### src/rtl/des_key_sched_if.sv
// des_key_sched_if: request and key inputs, plus round count, subkey and status
// outputs, between the DES key schedule and its neighbours.
interface des_key_sched_if;
    localparam int unsigned KEY_W = 64;
    localparam int unsigned SUB_W = 48;
    localparam int unsigned CNT_W = 5;

    logic             start;
    logic             decrypt;
    logic [KEY_W-1:0] key_in;
    logic [CNT_W-1:0] cnt;
    logic [SUB_W-1:0] subkey;
    logic             busy;
    logic             key_err;

    modport master (
        output start, decrypt, key_in,
        input  cnt, subkey, busy, key_err
    );

    modport slave (
        input  start, decrypt, key_in,
        output cnt, subkey, busy, key_err
    );
endinterface

### src/rtl/des_key_sched.sv
// des_key_sched: round counter and C/D key schedule for an iterative DES datapath.
// Optional key byte-parity check is enabled by defining DES_KEY_PARITY_CHK_EN.
module des_key_sched #(
    parameter int unsigned LAST_HOLD = 1
) (
    input logic            clk,
    input logic            rst,
    des_key_sched_if.slave bus
);
    localparam int unsigned KEY_W  = 64;
    localparam int unsigned CD_W   = 56;
    localparam int unsigned HALF_W = 28;
    localparam int unsigned SUB_W  = 48;
    localparam int unsigned CNT_W  = 5;
    localparam int unsigned HOLD_W = 4;

    localparam logic [CNT_W-1:0]  CNT_IDLE  = CNT_W'(0);
    localparam logic [CNT_W-1:0]  CNT_ROUND = CNT_W'(16);
    localparam logic [CNT_W-1:0]  CNT_LAST  = CNT_W'(17);
    localparam logic [HOLD_W-1:0] HOLD_END  = HOLD_W'(LAST_HOLD - 1);

    // PC-1 and PC-2 in DES numbering (bit 1 = MSB of the source vector)
    localparam int unsigned PC1_TAB [CD_W] = '{
        57, 49, 41, 33, 25, 17,  9,  1, 58, 50, 42, 34, 26, 18,
        10,  2, 59, 51, 43, 35, 27, 19, 11,  3, 60, 52, 44, 36,
        63, 55, 47, 39, 31, 23, 15,  7, 62, 54, 46, 38, 30, 22,
        14,  6, 61, 53, 45, 37, 29, 21, 13,  5, 28, 20, 12,  4
    };

    localparam int unsigned PC2_TAB [SUB_W] = '{
        14, 17, 11, 24,  1,  5,  3, 28, 15,  6, 21, 10,
        23, 19, 12,  4, 26,  8, 16,  7, 27, 20, 13,  2,
        41, 52, 31, 37, 47, 55, 30, 40, 51, 45, 33, 48,
        44, 49, 39, 56, 34, 53, 46, 42, 50, 36, 29, 32
    };

    // Bit i set when round i+1 shifts by two instead of one
    localparam logic [15:0] TWO_SHIFT = 16'h7EFC;

    typedef enum logic [1:0] {
        PH_IDLE,
        PH_RUN,
        PH_LAST,
        PH_BAD
    } phase_t;

    function automatic logic [CD_W-1:0] pc1(input logic [KEY_W-1:0] k);
        logic [CD_W-1:0] r;
        r = '0;
        for (int i = 0; i < CD_W; i++) begin
            r[CD_W-1-i] = k[KEY_W-PC1_TAB[i]];
        end
        return r;
    endfunction

    function automatic logic [SUB_W-1:0] pc2(input logic [CD_W-1:0] cd);
        logic [SUB_W-1:0] r;
        r = '0;
        for (int i = 0; i < SUB_W; i++) begin
            r[SUB_W-1-i] = cd[CD_W-PC2_TAB[i]];
        end
        return r;
    endfunction

    function automatic logic [HALF_W-1:0] rotl(input logic [HALF_W-1:0] v, input logic two);
        return two ? {v[HALF_W-3:0], v[HALF_W-1:HALF_W-2]}
                   : {v[HALF_W-2:0], v[HALF_W-1]};
    endfunction

    function automatic logic [HALF_W-1:0] rotr(input logic [HALF_W-1:0] v, input logic two);
        return two ? {v[1:0], v[HALF_W-1:2]}
                   : {v[0], v[HALF_W-1:1]};
    endfunction

`ifdef DES_KEY_PARITY_CHK_EN
    function automatic logic key_parity_ok(input logic [KEY_W-1:0] k);
        logic ok;
        ok = 1'b1;
        for (int b = 0; b < KEY_W / 8; b++) begin
            ok = ok & (^k[8*b +: 8]);
        end
        return ok;
    endfunction
`endif

    logic [CNT_W-1:0]  cnt_q;
    logic [HOLD_W-1:0] hold_q;
    logic [HALF_W-1:0] c_q;
    logic [HALF_W-1:0] d_q;
    logic              mode_q;
    logic              busy_q;
    logic              key_ok;
    logic [CD_W-1:0]   cd0;
    logic [HALF_W-1:0] c0;
    logic [HALF_W-1:0] d0;
    logic [3:0]        enc_idx;
    logic [3:0]        dec_idx;
    phase_t            phase;

    assign cd0     = pc1(bus.key_in);
    assign c0      = cd0[CD_W-1:HALF_W];
    assign d0      = cd0[HALF_W-1:0];
    // Encrypt at round k applies S[k+1]; decrypt undoes S[17-k]
    assign enc_idx = cnt_q[3:0];
    assign dec_idx = 4'(CNT_ROUND - cnt_q);

`ifdef DES_KEY_PARITY_CHK_EN
    assign key_ok = key_parity_ok(bus.key_in);
`else
    assign key_ok = 1'b1;
`endif

    // Phase is a pure decode of cnt, so an upset cnt value is self-correcting
    always_comb begin
        phase = PH_BAD;
        if (cnt_q == CNT_IDLE) begin
            phase = PH_IDLE;
        end else if (cnt_q <= CNT_ROUND) begin
            phase = PH_RUN;
        end else if (cnt_q == CNT_LAST) begin
            phase = PH_LAST;
        end
    end

`ifdef DES_KEY_PARITY_CHK_EN
    logic key_err_q;

    always_ff @(posedge clk or posedge rst) begin
        if (rst) begin
            key_err_q <= 1'b0;
        end else begin
            key_err_q <= (phase == PH_IDLE) && bus.start && !key_ok;
        end
    end

    assign bus.key_err = key_err_q;
`else
    assign bus.key_err = 1'b0;
`endif

    always_ff @(posedge clk or posedge rst) begin
        if (rst) begin
            cnt_q  <= CNT_IDLE;
            hold_q <= '0;
            c_q    <= '0;
            d_q    <= '0;
            mode_q <= 1'b0;
            busy_q <= 1'b0;
        end else begin
            case (phase)
                PH_IDLE: begin
                    // Decrypt starts from the unrotated key, which equals C16/D16
                    if (bus.start && key_ok) begin
                        mode_q <= bus.decrypt;
                        c_q    <= bus.decrypt ? c0 : rotl(c0, 1'b0);
                        d_q    <= bus.decrypt ? d0 : rotl(d0, 1'b0);
                        cnt_q  <= CNT_W'(1);
                        busy_q <= 1'b1;
                    end
                end
                PH_RUN: begin
                    cnt_q  <= cnt_q + CNT_W'(1);
                    busy_q <= 1'b1;
                    if (cnt_q != CNT_ROUND) begin
                        if (mode_q) begin
                            c_q <= rotr(c_q, TWO_SHIFT[dec_idx]);
                            d_q <= rotr(d_q, TWO_SHIFT[dec_idx]);
                        end else begin
                            c_q <= rotl(c_q, TWO_SHIFT[enc_idx]);
                            d_q <= rotl(d_q, TWO_SHIFT[enc_idx]);
                        end
                    end
                end
                PH_LAST: begin
                    if (hold_q == HOLD_END) begin
                        cnt_q  <= CNT_IDLE;
                        hold_q <= '0;
                        busy_q <= 1'b0;
                    end else begin
                        hold_q <= hold_q + HOLD_W'(1);
                    end
                end
                default: begin
                    cnt_q  <= CNT_IDLE;
                    hold_q <= '0;
                    busy_q <= 1'b0;
                end
            endcase
        end
    end

    assign bus.cnt    = cnt_q;
    assign bus.busy   = busy_q;
    assign bus.subkey = pc2({c_q, d_q});

endmodule

### src/flat_wrapper.sv
// flat-port wrapper written by rule: the top's interface ports become plain ports
module des_key_sched_flat 
#(
    parameter int unsigned LAST_HOLD = 1
)
  (clk, rst, bus_start, bus_decrypt, bus_key_in, bus_cnt, bus_subkey, bus_busy, bus_key_err);
  des_key_sched_if bus_i ();
  input logic clk;
  input logic rst;
  input wire logic [$bits(bus_i.start)-1:0] bus_start;
  input wire logic [$bits(bus_i.decrypt)-1:0] bus_decrypt;
  input wire logic [$bits(bus_i.key_in)-1:0] bus_key_in;
  output wire logic [$bits(bus_i.cnt)-1:0] bus_cnt;
  output wire logic [$bits(bus_i.subkey)-1:0] bus_subkey;
  output wire logic [$bits(bus_i.busy)-1:0] bus_busy;
  output wire logic [$bits(bus_i.key_err)-1:0] bus_key_err;
  assign bus_i.start = bus_start;
  assign bus_i.decrypt = bus_decrypt;
  assign bus_i.key_in = bus_key_in;
  assign bus_cnt = bus_i.cnt;
  assign bus_subkey = bus_i.subkey;
  assign bus_busy = bus_i.busy;
  assign bus_key_err = bus_i.key_err;
  des_key_sched #(.LAST_HOLD(LAST_HOLD)) u_core (.clk(clk), .rst(rst), .bus(bus_i));
endmodule
### config.mk
export PLATFORM = sky130hd
export DESIGN_NAME = des_key_sched_flat
export DESIGN_NICKNAME = d
export VERILOG_FILES = /design/src/rtl/des_key_sched_if.sv /design/src/rtl/des_key_sched.sv /design/src/flat_wrapper.sv
export SDC_FILE = /design/constraint.sdc
export NUM_CORES = 1
export LEC_CHECK = 0
export CAP_MARGIN = 15
export CORE_MARGIN = 2
export CORE_UTILIZATION = 50
export CTS_CLUSTER_DIAMETER = 200
export CTS_CLUSTER_SIZE = 10
export DETAILED_ROUTE_END_ITERATION = 6
export PLACE_DENSITY_LB_ADDON = 0.15
export SYNTH_ARGS = -nofsm -noshare
export SYNTH_HDL_FRONTEND = slang
export SYNTH_SLANG_ARGS = --single-unit
### constraint.sdc
create_clock -name clk -period 2.5 [get_ports clk]
set_clock_uncertainty 0.2 [all_clocks]
set_input_delay 0.25 -clock clk [delete_from_list [all_inputs] [get_ports clk]]
set_output_delay 0.25 -clock clk [all_outputs]
set_load 0.02 [all_outputs]
Yosys cells after proc, flatten, opt, wreduce, memory -nomap -nowiden
Memory sizes are Yosys's and may differ from the RTL's.
Index checks and enable logic that the tools add are counted.
{"block": "word_totals", "reg_bits": 67, "romBits": 32, "inputBits": 68, "output_inout_bits": 55, "word_cells": 56, "n_memories": 2}
{"block": "op_classes", "addsub": 3, "magnitude_cmp": 3, "eq_ne": 7, "n_mux": 27, "n_reduce_logical": 8}
{"memory": "(name not given)", "depth": 16, "width": 1, "rd": 1, "rd_clocked_by_memory_dff": 0, "write_ports": 0, "line_no": "des_key_sched.sv:166", "rtl": "c_q <= rotr(c_q, TWO_SHIFT[dec_idx]);"}
{"memory": "(name not given)", "depth": 16, "width": 1, "rd": 1, "rd_clocked_by_memory_dff": 0, "write_ports": 0, "line_no": "des_key_sched.sv:169", "rtl": "c_q <= rotl(c_q, TWO_SHIFT[enc_idx]);"}
{"operator": "$mux W28", "n": 12}
{"operator": "$pmux W28 S2", "n": 2}
{"operator": "$pmux W5 S3", "n": 1}
{"operator": "$lt A4 B5 Y1 const B", "n": 2}
{"operator": "$mux W5", "n": 2}
{"operator": "$pmux W4 S2", "n": 1}
{"operator": "$add A5 B1 Y5 const B", "n": 1}
{"operator": "$eq A5 B5 Y1 const B", "n": 1}
{"operator": "$le A5 B5 Y1 const B", "n": 1}
{"operator": "$logic_not A5 Y1", "n": 1}
{"operator": "$mux W1", "n": 5}
{"operator": "$ne A5 B5 Y1 const B", "n": 1}
{"operator": "$add A4 B1 Y4 const B", "n": 1}
{"operator": "$logic_not A4 Y1", "n": 1}
{"operator": "$mux W2", "n": 2}
{"operator": "$mux W4", "n": 1}
{"operator": "$ne A2 B1 Y1 const B", "n": 2}
{"operator": "$reduce_and A2 Y1", "n": 2}
{"operator": "$sub A1 B4 Y4 const A", "n": 1}
{"operator": "$pmux W1 S3", "n": 1}
{"operator": "$reduce_and A3 Y1", "n": 1}
{"operator": "$eq A2 B1 Y1 const B", "n": 1}
{"operator": "$eq A2 B2 Y1 const B", "n": 1}
{"operator": "$logic_not A2 Y1", "n": 1}
{"operator": "other kinds (3)", "n": 3}

Logic depth before layout (Yosys ltp)
{"block": "depth", "depth_word": 7, "mapped_depth": 12, "mapped_depth_nobuf": 10}

Least setup slack after synthesis
OpenSTA, ideal clock, no wires.
{"block": "synth_timing", "path_type": "reg-to-reg", "start": "register u_core.cnt_q[0], in the netlist u_core.bus.cnt[0]", "end": "register u_core.c_q[18]", "arrival_time_ps": 2399, "t_required_ps": 2173, "slack_ps": -226, "path_stages_with_launch": 12, "n_path_buf": 3, "period_less_slack_ps": 2726, "cell_sequence": "dfrtp_1 > inv_1 > ha_1 > nand2_1 > inv_1 > ha_1 > clkbuf_1 > clkbuf_1 > buf_1 > o311ai_0 > a22oi_1 > o21ai_1"}
{"block": "synth_via", "elab_chain_len": 7}
{"item": "start, declared", "line_no": "des_key_sched.sv:86", "rtl": "logic [CNT_W-1:0] cnt_q;"}
{"item": "start signal, assigned", "line_no": "des_key_sched.sv:162", "rtl": "cnt_q <= cnt_q + CNT_W'(1);"}
{"item": "$sub A1 B4 Y4 or $eq A5 B5 Y1 (tied branches)", "line_no": "des_key_sched.sv:105, des_key_sched.sv:120"}
{"item": "$mem_v2 Z16 W1 or $mux W1 (tied branches)"}
{"item": "$mux W1 (implied by the code) or $mux W2 (tied branches)", "line_no": "des_key_sched.sv:166, des_key_sched.sv:118"}
{"item": "$mux W28 or $mux W2 (tied branches)", "line_no": "des_key_sched.sv:71, des_key_sched.sv:116"}
{"item": "$mux W28, or another cell as far along", "line_no": "des_key_sched.sv:165", "rtl": "if (mode_q) begin"}
{"item": "$mux W28, or another cell as far along", "line_no": "des_key_sched.sv:164", "rtl": "if (cnt_q != CNT_ROUND) begin"}
{"item": "$pmux W28 S2 or $reduce_and A3 Y1 (tied branches)"}
{"item": "end signal, assigned", "line_no": "des_key_sched.sv:155", "rtl": "c_q <= bus.decrypt ? c0 : rotl(c0, 1'b0);"}
{"item": "end signal, assigned", "line_no": "des_key_sched.sv:166"}
{"item": "end signal, assigned", "line_no": "des_key_sched.sv:169"}
{"item": "end, declared", "line_no": "des_key_sched.sv:88", "rtl": "logic [HALF_W-1:0] c_q;"}
Several ways; a longest one is shown, not always the timed one. The select of a mux whose other input is x is not followed.
A chain may end at the register's enable or synchronous reset.

Worst setup path in the final report
{"block": "layout_timing", "start": "register u_core.cnt_q[0], in the netlist u_core.bus.cnt[0]", "end": "register u_core.hold_q[2]"}
{"block": "layout_via", "elab_chain_len": 7}
{"item": "branches (longest 3 deep; another with $le A5 B5 Y1)"}
{"item": "$mux W2 *", "line_no": "des_key_sched.sv:116", "rtl": "if (cnt_q == CNT_IDLE) begin"}
{"item": "$eq A2 B1 Y1 or $logic_not A2 Y1 (tied branches)", "line_no": "des_key_sched.sv:150", "rtl": "case (phase)"}
{"item": "$reduce_or A2 Y1 (no line)"}
{"item": "$pmux W4 S2", "line_no": "des_key_sched.sv:150"}
{"item": "end signal, assigned", "line_no": "des_key_sched.sv:180", "rtl": "hold_q <= hold_q + HOLD_W'(1);"}
{"item": "end, declared", "line_no": "des_key_sched.sv:87", "rtl": "logic [HOLD_W-1:0] hold_q;"}
Mark *: on every way between the ends.

==> summary.txt <==
Placed design
  • RD Place Congestion: 0.845
  • Pre-CTS setup slack: 0.0522 ns
  • I/O Buffers: 113
  • Hpwl dp: 12.3 mm

Logic synthesis
  • Seq/Total Area, Yosys: 0.238
  • Mapped Nets: 978
  • Synthesized instance count: 898
  • Synth cell types: 42
  • Yosys warnings: 0
  • Syn Area/Cell: 7.83 sq um
  • Number of synthesized flops with an enable pin: 0
  • Async S/R FF share, synth: 1.00
  • Top post-synthesis cells by count: nor2b_1 (108), dfrtp_1 (67), inv_1 (65), o311ai_1 (65), nand2_1 (63)
  • Top-count cell post-synth: nor2b_1
  • Synth area leader: dfrtp_1
  • Syn Std Cell Area: 7030 sq um
  • Synth top area share: 0.238
  • Synth area leaders: dfrtp_1 (24%), nor2b_1 (9.6%), mux2i_1 (8.1%)
  • #FFs+latches synth: 67
  • Primary flip-flop cell chosen by synthesis mapping: dfrtp_1

Cells and area
  • Layout cells sized above 1: 0.0799
  • Area delta synth->final: 19.2%
  • Ant. Diodes: 0
  • # nets final: 1001
  • # fillers: 1229

Power and ir drop
  • Sw Share: 0.495
  • Switching power: 6.69 mW
  • Clk pwr share: 0.091
  • Power density over the cells: 1610 nW/um^2
  • P_int: 6.83 mW
  • Combinational power share: 0.714
  • Leak: 3.38 nW
  • VDD IR max: 0.000782 V
  • Flop pwr share: 0.195

Clock network
  • H-Tree Depth: 3
  • Clock Path Buffers: 2
  • Clock sink count: 67
  • CTS tree: done
  • CTS root buf: clkbuf_16
  • Clk_lat worst skew: 0.35 ns
  • Clock transition at path regs: 0.06 ns
  • CTS Buf Count: 9

Route
  • DR WL met3: 1.13 mm
  • Wirelength per Cell: 17.8 um
  • DRT Wirelength: 19.7 mm
  • DR pass1 iterations: 6
  • Met2 Wirelength: 9.10 mm
  • Initial drt markers: 650
  • Top sig layer: met4
  • Via count: 6853
  • DRC violations left: 0
  • Post-route ant nets: 0
  • WL met1: 9.23 mm
  • Vias per inst: 6.20

Min path
  • Hold Path Class: in2async

Floorplan
  • Floorplan core area: 13800 sq um
  • Initial core utilization: 0.509
  • Die area: 15000 sq um
  • # rows: 43
  • Die Wd: 123 um
  • Num ports: 123
  • Chip height: 123 um

Timing
  • Final period util: 0.942
  • Final setup viols: 0
  • RSZ-0062 raised after global routing: false
  • Final TNS setup: 0 ns
  • Worst-margin pin slew: 0.661 ns
  • Min Clock Period, post-route: 2.36 ns
  • Peak Freq: 0.425 GHz
  • Final Hold Vio Count: 0
  • Worst slew margin: 0.558
  • Final Max Slew Viols: 0
  • Setup ws final: 0.145 ns

Worst setup path
  • Setup CP Type: reg2reg
  • Critical path endpoint category: flop
  • Crit path required time: 2.58 ns
  • CP arrival: 2.43 ns
  • CP startpoint kind: flop
  • Crit-path cells: inv_1 -> ha_1 -> nand2_1 -> ha_1 -> inv_1 -> buf_4 -> or3_1 -> nor3b_2 -> a21o_1
  • Critical path peak fanout: 6
  • CP max-delay cell: or3_1
  • Largest stage delay on the critical path: 0.44 ns

GRT
  • First-pass GRT wire length: 30.8 mm
  • All-Layer GR Usage: 0.252
  • Total grt overflow: 0
  • Largest net degree at the start of global routing: 61
  • Vias in the first global route: 6129
  • Antenna violations before repair: 0

Run status
  • Status: completed

Flow run
  • Max cap viols: 0
-- stage by stage --
stage | hold slack [ns] | instances | util | total power, mW | area (sq um)
floorplan | 0.277 | 898 | - | 9.83 | 7040
global placement | 0.301 | 1087 | 0.580 | 11.8 | 8010
detailed placement | 0.298 | 1087 | 0.580 | 12.0 | 8010
CTS | 0.149 | 1103 | 0.599 | 13.2 | 8290
global route | 0.193 | 1106 | 0.606 | 14.6 | 8380
finish | 0.134 | 1106 | 0.606 | 13.5 | 8380
-- critical path, delay by kind of cell (launching register included) --
family	cells	cell delay, ns
adders and majority gates	2	0.47
AOI/OAI and AO/OA	1	0.11
buffers and inverters	3	0.37
DFF	1	0.36
and+or+nand+nor	3	0.79
-- final timing paths --
| check | depth (start not counted) | startpoint | end | slack (ns) |
|---|---|---|---|---|
| setup / recovery | 9 | u_core.bus.cnt[0] | u_core.hold_q[2] | 0.14 |
| max in group asynchronous | 3 | rst | u_core.bus.cnt[1] | 1.40 |
| min in group clk | 1 | u_core.bus.busy | u_core.bus.busy | 0.31 |
| hold / removal | 2 | rst | u_core.bus.cnt[2] | 0.13 |
| setup reg to reg | 9 | u_core.bus.cnt[0] | u_core.hold_q[2] | 0.14 |
| hold reg to reg | 1 | u_core.bus.busy | u_core.bus.busy | 0.31 |
-- cell usage in the layout (no fill, tap or decap), types with 28 or more instances in the layout --
master           count
dfrtp_1             63
nand2_1             63
a22oi_1             56
mux2i_1             57
nor2_1              58
a211oi_1            55
o21ai_1             53
nor2b_1            107
clkdlybuf4s50_1    112
o311ai_0            36
inv_1               63
o311ai_1            75
buf_4               28
-- cell families after synthesis --
group / Yosys count / share of synthesized area
AOI/OAI and AO/OA: 301 / 0.320
xor gates and xnor gates: 1 / 0.00125
adders and majority gates: 12 / 0.0214
buffers and inverters: 207 / 0.154
DFF: 67 / 0.238
muxes: 58 / 0.0827
other: 1 / 0.000533
and+or+nand+nor: 251 / 0.182
-- final cells by class --
| class | count | area, sq um | share of cell area |
|---|---|---|---|
| flip-flops and latches | 67 | 1680 | 0.201 |
| multi-input cells | 625 | 4360 | 0.521 |
| clock buffers | 14 | 264 | 0.0315 |
| clock inverters | 2 | 10.0 | 0.00119 |
| well taps | 180 | 225 | 0.0269 |
| inverters | 65 | 244 | 0.0291 |
| repair buffers | 153 | 1590 | 0.190 |
-- what timing repair did --
item / CTS / global route
setup buffers: 0 / 1
endpoints found under the setup margin: 0 / 51
hold buffers: 0 / 0
gates resized for setup: 0 / 23
hold endpoints to repair: 0 / 0
-- metal layers --
layer	GRT usage	vias to the layer above
met4	0.0639	0
li1	-	3298
met2	0.392	247
met5	0	-
met1	0.362	3294
met3	0.0455	14
-- power by group through the flow --
stage | Clock [mW] | Combinational (mW) | Sequential, mW
final | 1.23 | 9.65 | 2.63
after detailed placement | 0 | 9.35 | 2.61
after global routing | 1.28 | 10.6 | 2.72
after floorplan | 0 | 7.55 | 2.28
after global placement | 0 | 9.19 | 2.59
after CTS | 1.24 | 9.41 | 2.60
-- state kept, by name, summed over array words and instances (netlist names) --
name,flops
u_core.d_q,28
u_core.c_q,28
u_core.bus.busy,1
u_core.hold_q,4
u_core.mode_q,1
u_core.bus.cnt,5
Power figures use the tool's default switching activity.
